File: src/rtl/stream_scoreboard.sv
// In-order response checker: expected words queue in a FIFO and each actual word pops and compares against the head.
// Push and compare both take effect at the same edge; expected side backpressures only when full, actual side never.
module stream_scoreboard #(
  parameter int DATA_W  = 8,
  parameter int DEPTH   = 16,
  parameter int TIMEOUT = 32,
  parameter int CNT_W   = 16
) (
  input  logic                   clk,
  input  logic                   rst,
  input  logic                   clear_i,
  input  logic                   exp_valid_i,
  input  logic [DATA_W-1:0]      exp_data_i,
  output logic                   exp_ready_o,
  input  logic                   act_valid_i,
  input  logic [DATA_W-1:0]      act_data_i,
  output logic [$clog2(DEPTH):0] pending_o,
  output logic [CNT_W-1:0]       match_cnt_o,
  output logic [CNT_W-1:0]       mismatch_cnt_o,
  output logic [CNT_W-1:0]       unexpected_cnt_o,
  output logic                   timeout_flag_o,
  output logic                   err_sticky_o,
  output logic [DATA_W-1:0]      err_exp_o,
  output logic [DATA_W-1:0]      err_act_o,
  output logic [1:0]             state_o
);

  localparam int AW = $clog2(DEPTH);
  localparam int TW = $clog2(TIMEOUT + 1);

  typedef enum logic [1:0] {
    IDLE      = 2'd0,
    ACTIVE    = 2'd1,
    TIMED_OUT = 2'd2
  } state_t;

  logic [DATA_W-1:0] mem_q [DEPTH];
  logic [AW-1:0]     wr_ptr_q, wr_ptr_d, rd_ptr_q, rd_ptr_d;
  logic [AW:0]       count_q, count_d;
  logic [CNT_W-1:0]  match_q, match_d, mis_q, mis_d, unexp_q, unexp_d;
  logic              tflag_q, tflag_d, sticky_q, sticky_d;
  logic [DATA_W-1:0] eexp_q, eexp_d, eact_q, eact_d;
  logic [TW-1:0]     tcnt_q, tcnt_d;
  state_t            state_q, state_d;

  logic              empty, full, push, pop, hit, miss, unexp;
  logic [DATA_W-1:0] head;

  function automatic logic [CNT_W-1:0] sat_inc(input logic [CNT_W-1:0] v);
    return (&v) ? v : v + CNT_W'(1);
  endfunction

  assign empty = (count_q == '0);
  assign full  = (count_q == (AW+1)'(DEPTH));
  assign head  = mem_q[rd_ptr_q];
  assign push  = exp_valid_i && !full;
  assign pop   = act_valid_i && !empty;
  assign hit   = pop && (head == act_data_i);
  assign miss  = pop && (head != act_data_i);
  assign unexp = act_valid_i && empty;

  always_comb begin
    wr_ptr_d = wr_ptr_q + AW'(push);
    rd_ptr_d = rd_ptr_q + AW'(pop);
    count_d  = count_q + (AW+1)'(push) - (AW+1)'(pop);
    match_d  = match_q;
    mis_d    = mis_q;
    unexp_d  = unexp_q;
    tflag_d  = tflag_q;
    sticky_d = sticky_q;
    eexp_d   = eexp_q;
    eact_d   = eact_q;
    tcnt_d   = tcnt_q;
    state_d  = state_q;

    if (hit) match_d = sat_inc(match_q);
    if (miss) begin
      mis_d    = sat_inc(mis_q);
      sticky_d = 1'b1;
      // mismatch count of zero means no mismatch seen since reset/clear
      if (mis_q == '0) begin
        eexp_d = head;
        eact_d = act_data_i;
      end
    end
    if (unexp) begin
      unexp_d  = sat_inc(unexp_q);
      sticky_d = 1'b1;
    end

    case (state_q)
      IDLE: begin
        tcnt_d = '0;
        if (count_d != '0) state_d = ACTIVE;
      end
      ACTIVE: begin
        if (count_d == '0) begin
          tcnt_d  = '0;
          state_d = IDLE;
        end else if (pop) begin
          tcnt_d = '0;
        end else begin
          tcnt_d = tcnt_q + TW'(1);
          if (tcnt_d == TW'(TIMEOUT)) begin
            tflag_d  = 1'b1;
            sticky_d = 1'b1;
            state_d  = TIMED_OUT;
          end
        end
      end
      TIMED_OUT: ;
      default: state_d = IDLE;
    endcase

    // clear discards this cycle's events but lets the FIFO move
    if (clear_i) begin
      match_d  = '0;
      mis_d    = '0;
      unexp_d  = '0;
      tflag_d  = 1'b0;
      sticky_d = 1'b0;
      eexp_d   = '0;
      eact_d   = '0;
      tcnt_d   = '0;
      state_d  = (count_d == '0) ? IDLE : ACTIVE;
    end
  end

  always_ff @(posedge clk) begin
    if (push && !rst) mem_q[wr_ptr_q] <= exp_data_i;
  end

  always_ff @(posedge clk) begin
    if (rst) begin
      wr_ptr_q <= '0;
      rd_ptr_q <= '0;
      count_q  <= '0;
      match_q  <= '0;
      mis_q    <= '0;
      unexp_q  <= '0;
      tflag_q  <= 1'b0;
      sticky_q <= 1'b0;
      eexp_q   <= '0;
      eact_q   <= '0;
      tcnt_q   <= '0;
      state_q  <= IDLE;
    end else begin
      wr_ptr_q <= wr_ptr_d;
      rd_ptr_q <= rd_ptr_d;
      count_q  <= count_d;
      match_q  <= match_d;
      mis_q    <= mis_d;
      unexp_q  <= unexp_d;
      tflag_q  <= tflag_d;
      sticky_q <= sticky_d;
      eexp_q   <= eexp_d;
      eact_q   <= eact_d;
      tcnt_q   <= tcnt_d;
      state_q  <= state_d;
    end
  end

  assign exp_ready_o      = !full;
  assign pending_o        = count_q;
  assign match_cnt_o      = match_q;
  assign mismatch_cnt_o   = mis_q;
  assign unexpected_cnt_o = unexp_q;
  assign timeout_flag_o   = tflag_q;
  assign err_sticky_o     = sticky_q;
  assign err_exp_o        = eexp_q;
  assign err_act_o        = eact_q;
  assign state_o          = state_q;

endmodule

File: config.mk
export PLATFORM = sky130hd
export DESIGN_NAME = stream_scoreboard
export DESIGN_NICKNAME = d
export VERILOG_FILES = /design/src/rtl/stream_scoreboard.sv
export SDC_FILE = /design/constraint.sdc
export NUM_CORES = 1
export LEC_CHECK = 0
export BUFFER_PORTS_ARGS = -buffer_cell sky130_fd_sc_hd__buf_4
export CORE_AREA = 3 3 124 149
export DETAILED_ROUTE_END_ITERATION = 10
export DIE_AREA = 0 0 127 152
export GPL_ROUTABILITY_DRIVEN = 0
export PLACE_DENSITY = 0.74
export SYNTH_ARGS = -nofsm -noshare
export SYNTH_HDL_FRONTEND = slang
export SYNTH_SLANG_ARGS = --single-unit
File: constraint.sdc
create_clock -name clk -period 6.3 [get_ports clk]
set_input_delay 1.26 -clock clk [delete_from_list [all_inputs] [get_ports clk]]
set_output_delay 1.26 -clock clk [all_outputs]
set_load 0.03 [all_outputs]
* After elaboration in Yosys (flattened, before gate mapping)
Memory sizes are Yosys's and may differ from the RTL's. A register that Yosys moved wholly into a read port is not among the register bits. Cells that the tools add are included.
Word-level totals: flip-flop bits (word level) 87, RAM bits 128, bits of input ports 21, output and inout port bits 74, word-level logic and storage cells 80, memories kept 1
Memory list:
- mem_q | depth 16, bits a word 8, read ports 1, clocked after memory_dff 1, write ports 1, RTL line 37 | logic [DATA_W-1:0] mem_q [DEPTH];
Operators by class: add/sub/neg operators 8, eq/ne operators 10, mux-type cells 19, bitwise gates (word level) 5, reduce and logical (&&, ||, !) cells 25
Operators with widths (count):
- adder 16 x 1 -> 16 bit (second input constant) | 3
- AND reduction 16 bit | 3
- logical NOT 16 bit | 1
- 2-to-1 mux 6 bit | 2
- one-hot mux 6 bit (2 select lines) | 1
- logical NOT 5 bit | 2
- 2-to-1 mux 2 bit | 5
- 2-to-1 mux 1 bit | 9
- adder 4 x 1 -> 4 bit | 2
- equality test 8 bit | 1
- inequality test 4 bit (second input constant) | 2
- inequality test 8 bit | 1
- AND reduction 2 bit | 4
- AND reduction 4 bit | 2
- adder 6 x 1 -> 6 bit (second input constant) | 1
- equality test 6 bit (second input constant) | 1
- logical AND 1 bit | 6
- one-hot mux 2 bit (3 select lines) | 1
- adder 5 x 1 -> 5 bit | 1
- equality test 5 bit (second input constant) | 1
- NOT 1 bit | 5
- nonzero test 5 bit | 1
- subtractor 5 x 1 -> 5 bit | 1
- 2-to-1 mux 4 bit | 1
- 8 further kinds | 10

* Logic depth before layout (Yosys ltp)
Gate-level depths: netlist of run 1.
depth in word-level cells 10, gate-level depth with buffers 18, gate-level depth less buffers 17

* Worst setup path before layout of run 1
Ideal clock, no wire load.
path kind input to register, start input act_valid_i, end register tcnt_q[2], library setup time 0.071 ns, data arrival time 4.023 ns, data required time 6.229 ns, setup slack 2.206 ns, cell stages on the path 15, path buffers 1, path through nor2b_1 -> clkbuf_1 -> ha_1 -> inv_1 -> ha_1 -> inv_1 -> fa_1 -> inv_1 -> a21oi_1 -> o21bai_1 -> xnor2_1 -> a311oi_1 -> nor2b_1 -> o21ai_0 -> a21oi_1
Between the ends: longest elaborated chain between the ends 5, elaborated cells between the ends (all ways) 6, those cells by class 1 x add/sub; 3 x mux; 2 x reduce/logical
Ends and longest elaborated chain:
- start: declaration | RTL line 15 | input logic act_valid_i,
- logical AND 1 bit (*) | RTL line 57 | assign pop = act_valid_i && !empty;
- subtractor 5 x 1 -> 5 bit | RTL line 65 | count_d = count_q + (AW+1)'(push) - (AW+1)'(pop);
- logical NOT 5 bit | RTL line 97 | if (count_d == '0) begin
- 2-to-1 mux 6 bit (*) | RTL line 97
- one-hot mux 6 bit (2 select lines) (*) | RTL line 91 | case (state_q)
- end signal: assignment | RTL line 158 | tcnt_q <= tcnt_d;
- end: declaration | RTL line 43 | logic [TW-1:0] tcnt_q, tcnt_d;
Every way passes the cells marked *; elsewhere a longest branch is shown, timed or not. A chain may end at the register's enable or synchronous reset.

* Worst setup path after layout of run 1
start register count_q[3], in the netlist pending_o[3], end register tcnt_q[5]
Between the ends: longest elaborated chain between the ends 8, elaborated cells between the ends (all ways) 12, those cells by class 2 x add/sub; 1 x eq/ne; 3 x mux; 6 x reduce/logical
Ends and longest elaborated chain:
- start: declaration | RTL line 39 | logic [AW:0] count_q, count_d;
- start signal: assignment | RTL line 150 | count_q <= count_d;
- equality test 5 bit | RTL line 54 | assign full = (count_q == (AW+1)'(DEPTH));
- logical NOT 1 bit | RTL line 56 | assign push = exp_valid_i && !full;
- logical AND 1 bit | RTL line 56
- adder 5 x 1 -> 5 bit | RTL line 65
- subtractor 5 x 1 -> 5 bit | RTL line 65
- logical NOT 5 bit | RTL line 97
- 2-to-1 mux 6 bit (*) | RTL line 97
- one-hot mux 6 bit (2 select lines) (*) | RTL line 91
Marks and branches as above.

==> results.md, run 1 <==
- Sequential share of the synthesized area: about three fifths
- First-pass GRT wire length: 32800 µm
- Chip Width: around 130 µm
- CTS resizes: 0
- Initial antenna violation count: 0
- Largest net degree at the start of global routing: 52
- Slowest CP cell: a311oi_1
- Synth Area in Compound Gates: under 10%
- RSZ-0062 raised after global routing: no
- Avg Cell Area, Syn: 12.5 µm²
- Routed wire length: 20500 µm
- GRT overflow: 0
- DRT antenna net count: 0
- Yosys warns: 0
- Crit path kind: flip-flop to flip-flop
- Diode count: 0
- Post-CTS setup buffers: 0
- Die Area: 0.0193 mm²
- Mux share of post-synthesis cell area: 10.8%
- Critical path fanouts, max: 10
- Post-route cell area: 0.0109 mm²
- Largest family of logic cells by synthesized area: simple AND/OR/NAND/NOR gates
- Starting density of the core: between 50% and 60%
- Placed Instance Area: between 0.01 and 0.015 mm²
- Number of unique standard cell types used by synthesis: 61
- CTS tree: yes
- CP endpoint kind: flip-flop
- Layout cells sized above 1: about a fifth
- Area growth syn-to-layout: 16.2%
- Outcome: completed
- Routed WL per cell: approximately 19 µm
- DPL Wire Length: between 10000 and 15000 µm
- Worst vdd ir: between 0.2 and 0.25 mV
- Clock skew: roughly 0.0075 ns
- Simple-gate share of the synthesized area: between 10 and 15%
- CP Data Required Time: roughly 6.7 ns
- Final core utilization: between 60% and 70%
- Slew Viols, Final: 0
- Remaining DRCs: 0
- Core area: roughly 0.017 mm²
- CP Buf/Inv Count: 4
- Via count: approximately 6300
- Nets: approximately 900
- Syn Inst Count: 751
- Starting DRT DRC Count: 541
- Final hold vios: 0
- Synthesized area: between 0.009 and 0.01 mm²
- Largest stage delay, worst path: between 0.9 and 1 ns
- Async set-reset flop share out of synthesis: 0%
- CP Cell Sequence: inv_1 > ha_1 > nor4b_1 > nor2b_1 > ha_1 > inv_1 > ha_1 > inv_1 > fa_1 > inv_1 > a21oi_1 > o21bai_1 > xnor2_1 > a311oi_1 > a21o_1 > a22oi_1 > nor2_1
- Net Count, Synth: between 700 and 800
- Max Cap Violations: 0
- CP arrival: about 5 ns
- Longest Clk Path Bufs: 3
- Pre-Repair DR Iteration Count: 5
- Final period util: slightly above 70%
- Fin crit period: 4.49 ns
- Main synth FF type: edfxtp_1
- Max_slew headroom: between 20% and 30%
- Flops & latches, synth: 215
- Clock insertion delay at the later pin of the skew report: around 0.50 ns
- Clock root cell: clkbuf_16
- Total CTS buffers: 23
- Critical path's most frequent cell: inv_1
- Family with the most delay on the worst path: compound AO/OA/AOI/OAI gates
- I/O Pins: 95
- Clk slew on worst S/H paths: ~0.060 ns
- Power per standard cell area: 328 mW/mm²
- Fmax: about 220 MHz
- Setup TNS: 0 ns
- Post-Synth Adder-Cell Area: ~2.2%
- Hold Path Class: flip-flop to flip-flop
- Number of flops mapped to enable cells by yosys: 128
- Port Buffers: between 90 and 100
- LEAKAGE: ~3.9 nW
- CTS Hold Bufs: 0
- Row cnt: 52
- Critical Path Source Type: flip-flop
- CTS HTree Levels: 1
- Die H: 152 µm
- Total global-route track usage: 21.1%
- XOR/XNOR Fraction of Synth Area: under 10%
- CTS Sinks: roughly 220
- Final Setup Violations: 0
- Slew @ Worst Pin: about 1.2 ns
- Vias per std cell: about 6
- Number of global-route vias before repair: around 6300
[cells in the mapped netlist (3+ instances only)]
cell	instances	share of area, %
a21o_1	4	0.32
a21oi_1	24	1.3
a22o_1	8	0.75
a22oi_1	10	0.80
a31oi_1	8	0.54
a41o_1	3	0.32
and2_1	7	0.47
and3_1	12	0.80
and3b_1	3	0.28
and4_1	3	0.28
buf_2	4	0.21
buf_4	3	0.24
buf_6	4	0.48
clkbuf_1	21	0.84
dfxtp_1	87	19
edfxtp_1	128	41
ha_1	15	2.0
inv_1	14	0.56
mux2i_1	45	4.8
mux4_2	24	5.8
nand2_1	61	2.4
nand2b_1	8	0.54
nand3_1	23	1.2
nand3b_1	4	0.32
nand4_1	11	0.74
nor2_1	71	2.8
nor2b_1	11	0.74
nor3_1	18	0.96
nor4_1	7	0.47
o21a_1	3	0.24
o21ai_0	11	0.59
o21ai_1	5	0.27
o31ai_1	3	0.24
or2_2	3	0.20
or3_1	24	1.6
or4_1	5	0.40
xnor2_1	16	1.5
xor2_1	13	1.2
[where the power goes]
group	internal, mW	leakage [nW]	switching [mW]
registers	1.54	1.86	0.0845
clock network	0.669	0.311	0.519
logic	0.330	1.73	0.419
total	2.54	3.89	1.02
[placed cells by master (no fill, tap or decap), types with 6 or more instances in the layout]
cell type,instances
mux4_2,24
dfxtp_1,86
o21ai_0,11
and2_1,7
nor3_1,14
nand3_1,23
nor2_1,70
inv_1,14
a31oi_1,8
a22o_1,8
a22oi_1,10
clkbuf_16,23
xnor2_1,16
and3_1,12
mux2i_1,45
or3_1,24
edfxtp_1,128
xor2_1,13
nand2_1,61
nand2b_1,8
ha_1,15
buf_4,97
clkinv_1,6
a21oi_1,24
nor4_1,7
nand4_1,11
nor2b_1,11
[metal layers]
metal	global-route usage, %	share of wire (%)
met2	37.6	52
met5	0	0
met3	3.02	6.4
met1	26.0	39
met4	7.82	3.1
[worst register-to-register path, cell delays in order, from the launching register on]
cell and delay [ns]:
dfxtp_1 0.34, inv_1 0.08, ha_1 0.16, nor4b_1 0.59, nor2b_1 0.36, ha_1 0.38
inv_1 0.06, ha_1 0.15, inv_1 0.05, fa_1 0.39, inv_1 0.07, a21oi_1 0.06
o21bai_1 0.17, xnor2_1 0.14, a311oi_1 0.97, a21o_1 0.21, a22oi_1 0.06, nor2_1 0.16
[path summary, 6_finish.rpt]
path / end / depth (start not counted) / slack, ns / start
setup / recovery: tcnt_q[5] / 17 / 1.81 / pending_o[3]
hold / removal: err_exp_o[3] / 2 / 0.46 / err_exp_o[3]
setup reg to reg: tcnt_q[5] / 17 / 1.81 / pending_o[3]
hold reg to reg: err_exp_o[3] / 2 / 0.46 / err_exp_o[3]
[registers in the layout, summed over array words and instances, names as in the netlist]
name	cells
err_act_o	8
err_exp_o	8
rd_ptr_q	4
err_sticky_o	1
tcnt_q	6
mismatch_cnt_o	16
pending_o	5
unexpected_cnt_o	16
mem_q	128
wr_ptr_q	4
timeout_flag_o	1
state_o	2
match_cnt_o	16
[cell families after synthesis]
| group | Yosys count |
|---|---|
| mux | 71 |
| simple gates | 277 |
| fa+ha+maj | 16 |
| buf+inv | 48 |
| compound gates | 95 |
| xor+xnor | 29 |
| flops | 215 |
[area by class of cell]
type	instances	area, µm²
Timing Repair Buffer	97	728
Sequential cell	215	5590
Tap cell	216	270
Clock buffer	28	594
Multi-Input combinational cell	488	3560
Clock inverter	13	66.3
Inverter	15	56.3
Fill cell	1289	6180
[metrics by stage]
stage	hold slack (ns)	instances	total power [mW]	worst slack [ns]
6_report	0.465	1072	3.56	1.81
5_1_grt	0.480	1072	3.73	1.31
4_1_cts	0.470	1072	3.59	1.81
3_5_place_dp	0.461	1031	2.40	1.45
3_3_place_gp	0.450	1031	2.38	1.62
2_1_floorplan	0.484	751	2.22	2.21
(Power assumes the default switching activity.)
==> inputs of run 2 (changes only) <==
--- a/config.mk
+++ b/config.mk
@@ -6,11 +6,11 @@
 export NUM_CORES = 1
 export LEC_CHECK = 0
 export BUFFER_PORTS_ARGS = -buffer_cell sky130_fd_sc_hd__buf_4
-export CORE_AREA = 3 3 124 149
+export CORE_AREA = 3 3 126 152
 export DETAILED_ROUTE_END_ITERATION = 10
-export DIE_AREA = 0 0 127 152
+export DIE_AREA = 0 0 129 155
 export GPL_ROUTABILITY_DRIVEN = 0
-export PLACE_DENSITY = 0.74
+export PLACE_DENSITY = 0.75
 export SYNTH_ARGS = -nofsm -noshare
 export SYNTH_HDL_FRONTEND = slang
 export SYNTH_SLANG_ARGS = --single-unit
==> constraint.sdc (replaced) <==
create_clock -name clk -period 3.6 [get_ports clk]
set_input_delay 0.72 -clock clk [delete_from_list [all_inputs] [get_ports clk]]
set_output_delay 0.72 -clock clk [all_outputs]
set_load 0.03 [all_outputs]
==> run 2 against run 1 <==
Net effect:
- sequential power grew 71%
- sequential share of layout area decreased by 1.8 points
- hold slack got worse by 0.0039 ns
- die area rose by 3.6%
- flip-flop and latch count is the same
- setup slack lost 1.6 ns
- register-to-register slack worse by 1.6 ns
- core utilization is essentially flat
- via count is 0.46% higher
- critical endpoint is now tcnt_q[3]
- maximum frequency grew 34%
==> results.md, run 2 (same netlist as run 1, synthesis figures left out) <==
- FF-to-FF setup slack: 0.25 ns
- Clock skew: approximately 0.021 ns
- Total global-route track usage: about a fifth
- Clock insertion delay at the later pin of the skew report: about 0.52 ns
- Outcome: completed
- Fin crit period: 3.35 ns
- Critical path origin: pending_o[3]
- Core area: 0.0176 mm²
- Largest net degree at the start of global routing: 52
- Total CTS buffers: 23
- Longest Clk Path Bufs: 3
- Starting density of the core: 53.0%
- Fmax: just under 300 MHz
- CTS HTree Levels: 1
- Final hold vios: 0
- Final hold slack: ~0.46 ns
- Power per standard cell area: 615 mW/mm²
- Final Setup Violations: 0
- CP endpoint kind: flip-flop
- NetSw: approximately 1.9 mW
- Initial antenna violation count: 0
- Die Area: approximately 0.02 mm²
- CTS tree: yes
- Vias per std cell: between 5 and 6
- Crit path to: tcnt_q[3]
- Slew Viols, Final: 0
- Max Cap Violations: 0
- Max_slew headroom: 32.9%
- Hold Path Class: flip-flop to flip-flop
- Worst vdd ir: roughly 0.39 mV
- Routed wire length: 20500 µm
- CP arrival: about 3.7 ns
- Chip Width: about 130 µm
- Clock Power Share: 38.1%
- Nets: 897
- Final period util: 93.2%
- Critical path fanouts, max: 9
- Most flop-heavy register: mem_q
- DPL Wire Length: about 14000 µm
- Logic gate share of total power: 21.5%
- Layout cells sized above 1: between 20 and 25%
- Commonest non-fill, non-tap cells in the layout: edfxtp_1 (128), buf_4 (115), dfxtp_1 (86), nor2_1 (70), nand2_1 (61)
- DRT antenna net count: 0
- Worst-case reg-to-reg path depth: 18
- GRT overflow: 0
- Critical Path Source Type: flip-flop
- Routed WL per cell: about 19 µm
- Via count: between 6000 and 7000
- Area growth syn-to-layout: 20.3%
- Slew @ Worst Pin: approximately 1.0 ns
- Number of global-route vias before repair: 6282
- Clock root cell: clkbuf_16
- Fill cells: ~1300
- LEAKAGE: between 4 and 5 nW
- R2R Path End: tcnt_q[3]
- Flop pwr share: between 40% and 50%
- Row cnt: 53
- Sw Share: between 20% and 30%
- Max reg flops: between 100 and 150
- Clk slew on worst S/H paths: roughly 0.060 ns
- I/O Pins: 95
- Port Buffers: 94
- Pre-Repair DR Iteration Count: 5
- Launching point of the worst reg2reg path: pending_o[3]
- Remaining DRCs: 0
- First-pass GRT wire length: between 30000 and 40000 µm
- CTS Sinks: roughly 220
- Crit path kind: flip-flop to flip-flop
- CP Data Required Time: 3.95 ns
- Final core utilization: 63.8%
- Starting DRT DRC Count: 462
- Diode count: 0
- Int Pwr: between 5 and 6 mW
- Die H: approximately 160 µm
- Most common cell after layout, fill and taps aside: edfxtp_1
## run 2: changes by cell type in the layout (fill, tap and decap cells not counted), sizes merged
cell	before	now
buf	97	117
bufinv	0	7
clkbuf	28	27
clkinv	9	4
clkinvlp	4	2
inv	15	16
## run 2: stage by stage
step | TNS, ns | std cells | worst slack (ns) | area (µm²) | power, mW
CTS | 0 | 1094 | 0.0382 | 11200 | 6.94
floorplan | 0 | 751 | 0.0171 | 9370 | 3.93
global route | -0.00610 | 1096 | -0.00429 | 11200 | 7.22
finish | 0 | 1096 | 0.245 | 11200 | 6.92
global placement | 0 | 1053 | 0.236 | 10400 | 4.27
detailed placement | 0 | 1053 | 0.0576 | 10400 | 4.29
## run 2: area by class of cell
class                   count  area (µm²)  area share (%)
multi-input cells         488        3570            31.8
well taps                 220         275            2.45
inverters                  15        56.3           0.501
repair buffers            117         903            8.03
clock buffers              27         591            5.25
clock inverters            14         260            2.31
flip-flops and latches    215        5590            49.7
## run 2: power groups by stage
| stage | Clock [mW] | Combinational, mW | Sequential, mW |
|---|---|---|---|
| 6_report | 2.64 | 1.49 | 2.79 |
| 5_1_grt | 2.80 | 1.62 | 2.80 |
| 4_1_cts | 2.69 | 1.47 | 2.78 |
| 3_5_place_dp | 0 | 1.46 | 2.83 |
| 3_3_place_gp | 0 | 1.44 | 2.83 |
| 2_1_floorplan | 0 | 1.03 | 2.90 |
## run 2: layer usage
metal / up-vias / share of wire [%] / global-route usage [%]
li1: 3025 / - / -
met1: 3093 / 41 / 26.0
met2: 190 / 51 / 36.7
met3: 30 / 5.9 / 3.23
met4: 0 / 1.6 / 5.10
met5: - / 0 / 0
## run 2: worst max-delay path, cell delays in order, from the launching register on
cell and delay (ns):
dfxtp_1 0.33, inv_1 0.08, ha_1 0.17, nor4b_4 0.26, nor2b_1 0.12, ha_1 0.31, inv_1 0.06, ha_1 0.15
inv_1 0.06, fa_1 0.40, inv_1 0.07, a21oi_1 0.05, o21bai_1 0.16, xnor2_1 0.26, a311oi_4 0.14, buf_4 0.20
a21o_1 0.15, a22oi_1 0.18, nor2_1 0.06
## run 2: worst min path at each step
| stage | cells after the start | end | start | slack (ns) |
|---|---|---|---|---|
| finish | 2 | err_exp_o[1] | err_exp_o[1] | 0.46 |
| global route | 3 | err_act_o[5] | act_data_i[5] | 0.47 |
| CTS | 3 | err_act_o[2] | act_data_i[2] | 0.45 |
| detailed placement | 2 | err_act_o[2] | err_act_o[2] | 0.45 |
| global placement | 2 | err_exp_o[1] | err_exp_o[1] | 0.44 |
| floorplan | 2 | tcnt_q[2] | tcnt_q[2] | 0.48 |
## run 2: repair_timing
action | CTS | global route
hold endpoints to repair | 0 | 0
resized for setup | 0 | 2
setup endpoints to repair | 0 | 7
buffers inserted | 0 | 2
hold buffers | 0 | 0
